[src/rtl/alarm_pkg.sv]
// Shared types and limits for the alarm-time setter.
package alarm_pkg;

  // Button-handling FSM states
  typedef enum logic [1:0] {
    IDLE   = 2'd0,
    PRESS  = 2'd1,
    REPEAT = 2'd2,
    LOCK   = 2'd3
  } state_t;

  // Which time field a press/hold is acting on
  typedef enum logic {
    FIELD_HOUR = 1'b0,
    FIELD_MIN  = 1'b1
  } field_t;

  // Largest legal BCD values before wrapping back to 00
  localparam logic [7:0] HOUR_MAX = 8'h23;
  localparam logic [7:0] MIN_MAX  = 8'h59;

endpackage

[src/rtl/bcd_inc_wrap.sv]
// Combinational two-digit BCD increment that wraps to 00 once MAX is reached.
// Any input at or above MAX (including out-of-range values) maps to 00, so the
// result is always a legal BCD value in 00..MAX.
module bcd_inc_wrap #(
  parameter logic [7:0] MAX = 8'h59
) (
  input  logic [7:0] val,
  output logic [7:0] inc
);

  // Add one to the low digit, carrying into the high digit on 9 -> 0
  always_comb begin
    inc = 8'h00;
    if (val < MAX) begin
      if (val[3:0] >= 4'd9) begin
        inc = {val[7:4] + 4'd1, 4'h0};
      end else begin
        inc = {val[7:4], val[3:0] + 4'd1};
      end
    end
  end

endmodule

[src/rtl/alarm_time_setter.sv]
// Alarm-time writer: synchronises raw buttons, detects rising edges, handles
// press / hold-to-repeat / two-button clear, and keeps the BCD alarm hour,
// minute and enable registers.
module alarm_time_setter
  import alarm_pkg::*;
#(
  parameter int         HOLD_CYCLES   = 500,
  parameter int         REPEAT_CYCLES = 100,
  parameter logic [7:0] RST_HOUR      = 8'h07,
  parameter logic [7:0] RST_MIN       = 8'h00
) (
  input  logic       clk,
  input  logic       rst_n,
  input  logic       set_mode,
  input  logic       btn_hour,
  input  logic       btn_min,
  input  logic       btn_en,
  output logic [7:0] ahour,
  output logic [7:0] amin,
  output logic       alarm_en,
  output logic       changed
);

  localparam int CNT_MAX = (HOLD_CYCLES > REPEAT_CYCLES) ? HOLD_CYCLES : REPEAT_CYCLES;
  localparam int CNT_W   = $clog2(CNT_MAX + 1);

  localparam logic [CNT_W-1:0] HOLD_LAST   = CNT_W'(HOLD_CYCLES - 1);
  localparam logic [CNT_W-1:0] REPEAT_LAST = CNT_W'(REPEAT_CYCLES - 1);
  localparam logic [CNT_W-1:0] CNT_SAT     = CNT_W'(CNT_MAX);

  // Button vectors are ordered {en, min, hour}
  logic [2:0] sync1, sync2, prev;
  logic [2:0] rise;
  logic       sh, sm;

  state_t           state, next_state;
  field_t           field, next_field;
  logic [CNT_W-1:0] cnt, next_cnt, last;
  logic [7:0]       next_hour, next_min;
  logic             next_changed;
  logic [7:0]       hour_inc, min_inc;
  logic             held, other_rise;

  bcd_inc_wrap #(.MAX(HOUR_MAX)) u_hour_inc (.val(ahour), .inc(hour_inc));
  bcd_inc_wrap #(.MAX(MIN_MAX))  u_min_inc  (.val(amin),  .inc(min_inc));

  // Two-flop synchroniser followed by a one-flop edge-detect history
  always_ff @(posedge clk or negedge rst_n) begin
    if (!rst_n) begin
      sync1 <= '0;
      sync2 <= '0;
      prev  <= '0;
    end else begin
      sync1 <= {btn_en, btn_min, btn_hour};
      sync2 <= sync1;
      prev  <= sync2;
    end
  end

  assign rise = sync2 & ~prev;
  assign sh   = sync2[0];
  assign sm   = sync2[1];

  // Enable flag toggles on every synced btn_en edge regardless of mode
  always_ff @(posedge clk or negedge rst_n) begin
    if (!rst_n) begin
      alarm_en <= 1'b0;
    end else if (rise[2]) begin
      alarm_en <= ~alarm_en;
    end
  end

  // FSM state, hold counter and time registers
  always_ff @(posedge clk or negedge rst_n) begin
    if (!rst_n) begin
      state   <= IDLE;
      field   <= FIELD_HOUR;
      cnt     <= '0;
      ahour   <= RST_HOUR;
      amin    <= RST_MIN;
      changed <= 1'b0;
    end else begin
      state   <= next_state;
      field   <= next_field;
      cnt     <= next_cnt;
      ahour   <= next_hour;
      amin    <= next_min;
      changed <= next_changed;
    end
  end

  // Next-state logic: first press increments, long hold auto-repeats,
  // pressing the other button clears to 00:00 and locks until both release
  always_comb begin
    next_state   = state;
    next_field   = field;
    next_cnt     = cnt;
    next_hour    = ahour;
    next_min     = amin;
    next_changed = 1'b0;
    held         = (field == FIELD_HOUR) ? sh : sm;
    other_rise   = (field == FIELD_HOUR) ? rise[1] : rise[0];
    last         = (state == PRESS) ? HOLD_LAST : REPEAT_LAST;

    case (state)
      IDLE: begin
        if (set_mode) begin
          if (rise[0] && rise[1]) begin
            next_hour    = 8'h00;
            next_min     = 8'h00;
            next_changed = 1'b1;
            next_state   = LOCK;
          end else if (rise[0]) begin
            next_hour    = hour_inc;
            next_changed = 1'b1;
            next_field   = FIELD_HOUR;
            next_cnt     = '0;
            next_state   = PRESS;
          end else if (rise[1]) begin
            next_min     = min_inc;
            next_changed = 1'b1;
            next_field   = FIELD_MIN;
            next_cnt     = '0;
            next_state   = PRESS;
          end
        end
      end

      PRESS, REPEAT: begin
        if (!set_mode) begin
          next_cnt   = '0;
          next_state = IDLE;
        end else if (other_rise) begin
          next_hour    = 8'h00;
          next_min     = 8'h00;
          next_changed = 1'b1;
          next_cnt     = '0;
          next_state   = LOCK;
        end else if (!held) begin
          next_cnt   = '0;
          next_state = IDLE;
        end else if (cnt >= last) begin
          if (field == FIELD_HOUR) begin
            next_hour = hour_inc;
          end else begin
            next_min = min_inc;
          end
          next_changed = 1'b1;
          next_cnt     = '0;
          next_state   = REPEAT;
        end else if (cnt != CNT_SAT) begin
          next_cnt = cnt + 1'b1;
        end
      end

      LOCK: begin
        if (!set_mode || (!sh && !sm)) begin
          next_state = IDLE;
        end
      end

      default: begin
        next_cnt   = '0;
        next_state = IDLE;
      end
    endcase
  end

endmodule
[config.mk]
export PLATFORM = sky130hd
export DESIGN_NAME = alarm_time_setter
export DESIGN_NICKNAME = d
export VERILOG_FILES = /design/src/rtl/alarm_pkg.sv /design/src/rtl/bcd_inc_wrap.sv /design/src/rtl/alarm_time_setter.sv
export SDC_FILE = /design/constraint.sdc
export NUM_CORES = 1
export LEC_CHECK = 0
export BUFFER_PORTS_ARGS = -buffer_cell sky130_fd_sc_hd__buf_2
export CAP_MARGIN = 10
export CORE_MARGIN = 8
export CORE_UTILIZATION = 51
export DETAILED_ROUTE_END_ITERATION = 6
export GPL_TIMING_DRIVEN = 0
export PLACE_DENSITY = 0.8
export SYNTH_ARGS = -nofsm -noshare
export SYNTH_HDL_FRONTEND = slang
export SYNTH_SLANG_ARGS = --single-unit
[constraint.sdc]
create_clock -name clk -period 6.9 [get_ports clk]
set_input_delay 0.345 -clock clk [delete_from_list [all_inputs] [get_ports clk]]
set_output_delay 0.345 -clock clk [all_outputs]
set_load 0.1 [all_outputs]
Word-level counts from Yosys, hierarchy flattened
Index checks and enable logic that the tools add are counted.
- flip-flop bits (word level): 39
- bits of input ports: 6
- output and inout bits: 18
- logic and storage cells: 115
- add/sub/neg operators: 5
- order comparisons: 5
- equality and inequality tests: 19
- muxes and demuxes: 57
- bitwise operators: 4
- reduce and logical (&&, ||, !) cells: 15
- operators with widths (cell ; number):
    8-bit 2-to-1 mux ; 21
    9-bit 2-to-1 mux ; 10
    8-bit case mux with 2 select lines ; 2
    3-bit inequality test (second input constant) ; 8
    2-bit 2-to-1 mux ; 9
    9-bit case mux with 2 select lines ; 1
    4-bit by 1-bit adder with 4-bit output (second input constant) ; 4
    1-bit 2-to-1 mux ; 12
    9-bit by 1-bit adder with 9-bit output (second input constant) ; 1
    9-bit >= comparator ; 1
    9-bit inequality test (second input constant) ; 1
    4-bit >= comparator (second input constant) ; 2
    8-bit by 6-bit < comparator with 1-bit output (second input constant) ; 1
    8-bit by 7-bit < comparator with 1-bit output (second input constant) ; 1
    2-bit inequality test (second input constant) ; 4
    4-bit AND reduction ; 2
    8-bit AND reduction ; 1
    7-bit AND reduction ; 1
    6-bit inequality test (second input constant) ; 1
    2-bit case mux with 3 select lines ; 1
    5-bit inequality test (second input constant) ; 1
    5-bit AND reduction ; 1
    2-bit equality test (second input constant) ; 2
    4-bit inequality test (second input constant) ; 1
    11 further kinds ; 16

Longest topological paths before layout
- depth after elaboration: 9
- gate-level depth with buffers: 10

By module
From an unflattened synthesis, not the netlist that was laid out.
- cell total of the unflattened synthesis: 269
- area, all modules: 2570.0 sq um
- by module, submodules not included (module ; instances ; cells an instance ; area an instance (sq um) ; seq. area each (sq um)):
    alarm_time_setter ; 1 ; 202 ; 2109.5 ; 979.7
    bcd_inc_wrap (u_min_inc) ; 1 ; 37 ; 257.7 ; 0.0
    bcd_inc_wrap (u_hour_inc) ; 1 ; 30 ; 202.7 ; 0.0

Worst setup path after synthesis
No wires, ideal clock.
- path kind: register to register
- start: register amin[1]
- end: register amin[0]
- data arrival time: 2422 ps
- data required time: 6813 ps
- setup slack: 4391 ps
- cell stages (with the launch flop): 8
- path buffers: 0
- clock period less this slack: 2509 ps
- cells stage by stage: dfrtp_1 -> inv_1 -> ha_1 -> or3b_1 -> and2_1 -> nor3_1 -> nand3_1 -> o21ai_1
- cells in the longest elaborated chain, start to end: 9
- elaborated cells on any way between the ends: 14
- classes of those cells: order compare (2); mux (12)
- ends and longest elaborated chain (item ; RTL line ; source):
    from (decl) ; alarm_time_setter.sv:19 ; output logic [7:0] amin,
    from (signal assigned) ; alarm_time_setter.sv:87 ; amin <= next_min;
    4-bit >= comparator ; bcd_inc_wrap.sv:15 ; if (val[3:0] >= 4'd9) begin
    8-bit 2-to-1 mux ; bcd_inc_wrap.sv:15 ;
    8-bit 2-to-1 mux * ; bcd_inc_wrap.sv:14 ; if (val < MAX) begin
    8-bit 2-to-1 mux ; alarm_time_setter.sv:143 ; if (field == FIELD_HOUR) begin
    8-bit 2-to-1 mux ; alarm_time_setter.sv:142 ; end else if (cnt >= last) begin
    8-bit 2-to-1 mux ; alarm_time_setter.sv:139 ; end else if (!held) begin
    8-bit 2-to-1 mux ; alarm_time_setter.sv:133 ; end else if (other_rise) begin
    8-bit 2-to-1 mux ; alarm_time_setter.sv:130 ; if (!set_mode) begin
    8-bit case mux with 2 select lines * ; alarm_time_setter.sv:105 ; case (state)
Every way passes the cells marked *; elsewhere a longest branch is shown, timed or not. The select of a mux whose other input is x is not followed.
A chain may end at the register's enable or synchronous reset.

Worst setup path after layout
- start: register state[1]
- end: register state[1]
- cells in the longest elaborated chain, start to end: 5
- elaborated cells on any way between the ends: 13
- classes of those cells: order compare (1); eq/ne (7); mux (2); reduce/logical (3)
- ends and longest elaborated chain (item ; RTL line ; source):
    from (decl) ; alarm_time_setter.sv:36 ; state_t state, next_state;
    from (signal assigned) ; alarm_time_setter.sv:83 ; state <= next_state;
    2-bit by 1-bit equality test with 1-bit output ; alarm_time_setter.sv:103, alarm_time_setter.sv:105 ;
    9-bit 2-to-1 mux ; alarm_time_setter.sv:103 ; last = (state == PRESS) ? HOLD_LAST : REPEAT_LAST;
    9-bit >= comparator ; alarm_time_setter.sv:142 ;
    5-bit inequality test (no line) ; -- ;
    4-bit AND reduction (no line) ; -- ;
Several ways; a longest one is shown, not always the timed one.

==> reports/qor.csv <==
metric,value,unit
first-pass GRT wire length,8.02,mm
Worst-Skew Late Latency,0.29,ns
number of global-route vias before repair,1828,
clk slew on worst S/H paths,0.08,ns
Vias/cell,5.89,
Total GRT Usage,0.136,
# IOs,24,
height of the die,83.7,µm
"Cell Area, Synth",2330,µm²
post-CTS sizing,0,
fin. max-slew vios,0,
Syn Area/Cell,10.1,µm²
"commonest cells after routing, fill and taps aside","dfrtp_1 (36), inv_1 (24), buf_2 (24)",
Setup TNS,0,ns
kind of critical path,flip-flop to flip-flop,
via count,1851,
Post-CTS Setup Repair Bufs,0,
pin count of the biggest net entering global routing,40,
initial antenna violation count,0,
TritonCTS clock tree,built,
final hold viol count,0,
minimum clock period,2.52,ns
chip width,83.7,µm
nature of the critical path endpoint,flip-flop,
Hold Crit Class,input pin to async pin,
Worst setup SP type,flip-flop,
highest fanout seen on the critical path,10,
ys flop type,dfrtp_1,
ANT cells,0,
Setup Viol. Count Final,0,
Initial DRC Count,120,
Worst EP required,7.06,ns
# fillers,365,
"most common cell after layout, fill and taps aside",dfrtp_1,
share of cells above drive strength 1,0.202,
Critical Path Max Stage Delay,0.41,ns
Max Cap Viol,0,
"Seq/Total Area, Yosys",0.420,
H-Tree Depth,2,
Critical-path top delay cell,dfrtp_1,
CTS sink cnt,39,
unique cell type count in the Yosys netlist,53,
YS warnings,0,
row count,24,
Least-Margin Pin Slew,0.849,ns
hold buffer count at cts,0,
buffers plus inverters on the worst setup path,3,
CP top delay family,compound AO/OA/AOI/OAI gates,
Synth area leader,dfrtp_1,
Yosys top cell area share,0.386,
RSZ-0062 raised after global routing,no,
hpwl dp,3.30,mm
CTS buffer count,5,
syn_nets,260,
Clock Tree Root,clkbuf_8,
die area,7000,µm²
Fmax achieved,0.396,GHz
DRT antenna net count,0,
routability cong.,0.811,
layout overhead on the synthesized area,12.5,%
status,"complete, no violations",
number of synthesized flops with an enable pin,0,
Relative slew margins,0.434,
Clock Tree Buf Depth,2,
number of synthesized register bits,39,
DRC Markers,0,
Port Buffer Count,22,
"FFs w/ async S/R, synth",1.00,
final setup skew,0.00810,ns
post-synthesis cell count,232,
top area cells in the synthesized netlist,"dfrtp_1 (39%), ha_1 (12%), inv_1 (3.9%)",
Placeable Area,4380,µm²
final net count,289,
critical path arrival,2.69,ns
post-route clock period utilization,0.366,
Routed WL per cell,14.7,µm
GRT overflow,0,
WL final,4.60,mm
drt pass-1 iters,5,
CP Cell Sequence,inv_1 > ha_1 > inv_1 > ha_1 > a211oi_1 > nand3_1 > a211o_1 > buf_4 > nand3_2 > mux2_1,
Initial Utilization,0.533,
[cells in the mapped netlist, types with 3 or more instances]
| library cell | instances |
|---|---|
| a21oi_1 | 8 |
| a22o_1 | 6 |
| a31oi_1 | 3 |
| and3_1 | 4 |
| buf_4 | 3 |
| dfrtp_1 | 36 |
| dfstp_2 | 3 |
| ha_1 | 22 |
| inv_1 | 24 |
| nand2_1 | 12 |
| nand2b_1 | 3 |
| nand3_1 | 8 |
| nand3_2 | 3 |
| nand4_1 | 5 |
| nor2_1 | 13 |
| nor2b_1 | 6 |
| nor3_1 | 4 |
| o21ai_0 | 7 |
| o21ai_1 | 8 |
| o22ai_1 | 5 |
| o31ai_1 | 5 |
[per-stage QoR]
stage / setup WS (ns) / hold WS (ns) / utilization / instances / instance area [µm²]
finish: 4.38 / 0.166 / 0.599 / 314 / 2630
global route: 4.22 / 0.147 / 0.599 / 314 / 2630
CTS: 4.35 / 0.158 / 0.599 / 314 / 2630
detailed placement: 4.39 / 0.339 / 0.572 / 306 / 2510
global placement: 4.45 / 0.333 / 0.572 / 306 / 2510
floorplan: 4.39 / 0.0494 / - / 232 / 2330
[worst paths after layout]
kind | start | to | slack [ns] | cells after the start
worst max-delay path | state[1]$_DFFE_PN0P_ | state[1]$_DFFE_PN0P_ | 4.38 | 10
worst min-delay path | rst_n | cnt[5]$_DFFE_PN0P_ | 0.17 | 1
worst max register to register | state[1]$_DFFE_PN0P_ | state[1]$_DFFE_PN0P_ | 4.38 | 10
worst min register to register | sync1[1]$_DFF_PN0_ | sync2[1]$_DFF_PN0_ | 0.35 | 0
max in group asynchronous | rst_n | prev[0]$_DFF_PN0_ | 6.20 | 1
min in group clk | btn_min | sync1[1]$_DFF_PN0_ | 0.17 | 1
[layout make-up]
type | instances | area (µm²) | area share
multi-input combinational | 163 | 1230 | 0.468
sequential | 39 | 980 | 0.373
timing repair buffer | 22 | 110 | 0.0419
inverter | 24 | 90.1 | 0.0343
clock buffer | 6 | 82.6 | 0.0314
tap | 52 | 65.1 | 0.0248
buffer | 6 | 36.3 | 0.0138
clock inverter | 2 | 35.0 | 0.0133
[metal layers]
| layer | wire length [µm] | up-vias | share of wire | GRT usage |
|---|---|---|---|---|
| li1 | - | 898 | - | - |
| met1 | 2020 | 888 | 0.44 | 0.156 |
| met2 | 2260 | 56 | 0.49 | 0.221 |
| met3 | 239 | 9 | 0.052 | 0.0410 |
| met4 | 88 | 0 | 0.019 | 0.0738 |
| met5 | 0 | - | 0 | 0 |
[state kept, by name, summed over array words and instances (netlist names)]
name and cells:
field 1, prev 3, state 2, ahour 8
changed 1, alarm_en 1, sync1 3, amin 8
sync2 3, cnt 9
[cells by family after synthesis]
kind of cell    share of synthesized area
compound gates                      0.189
xor+xnor                          0.00375
fa+ha+maj                           0.118
buf+inv                            0.0541
flops                               0.420
mux                                0.0295
simple gates                        0.186
Power is left out: the tool's default activity adds up to more than one toggle a clock period on the data nets, which glitch-free logic cannot reach.
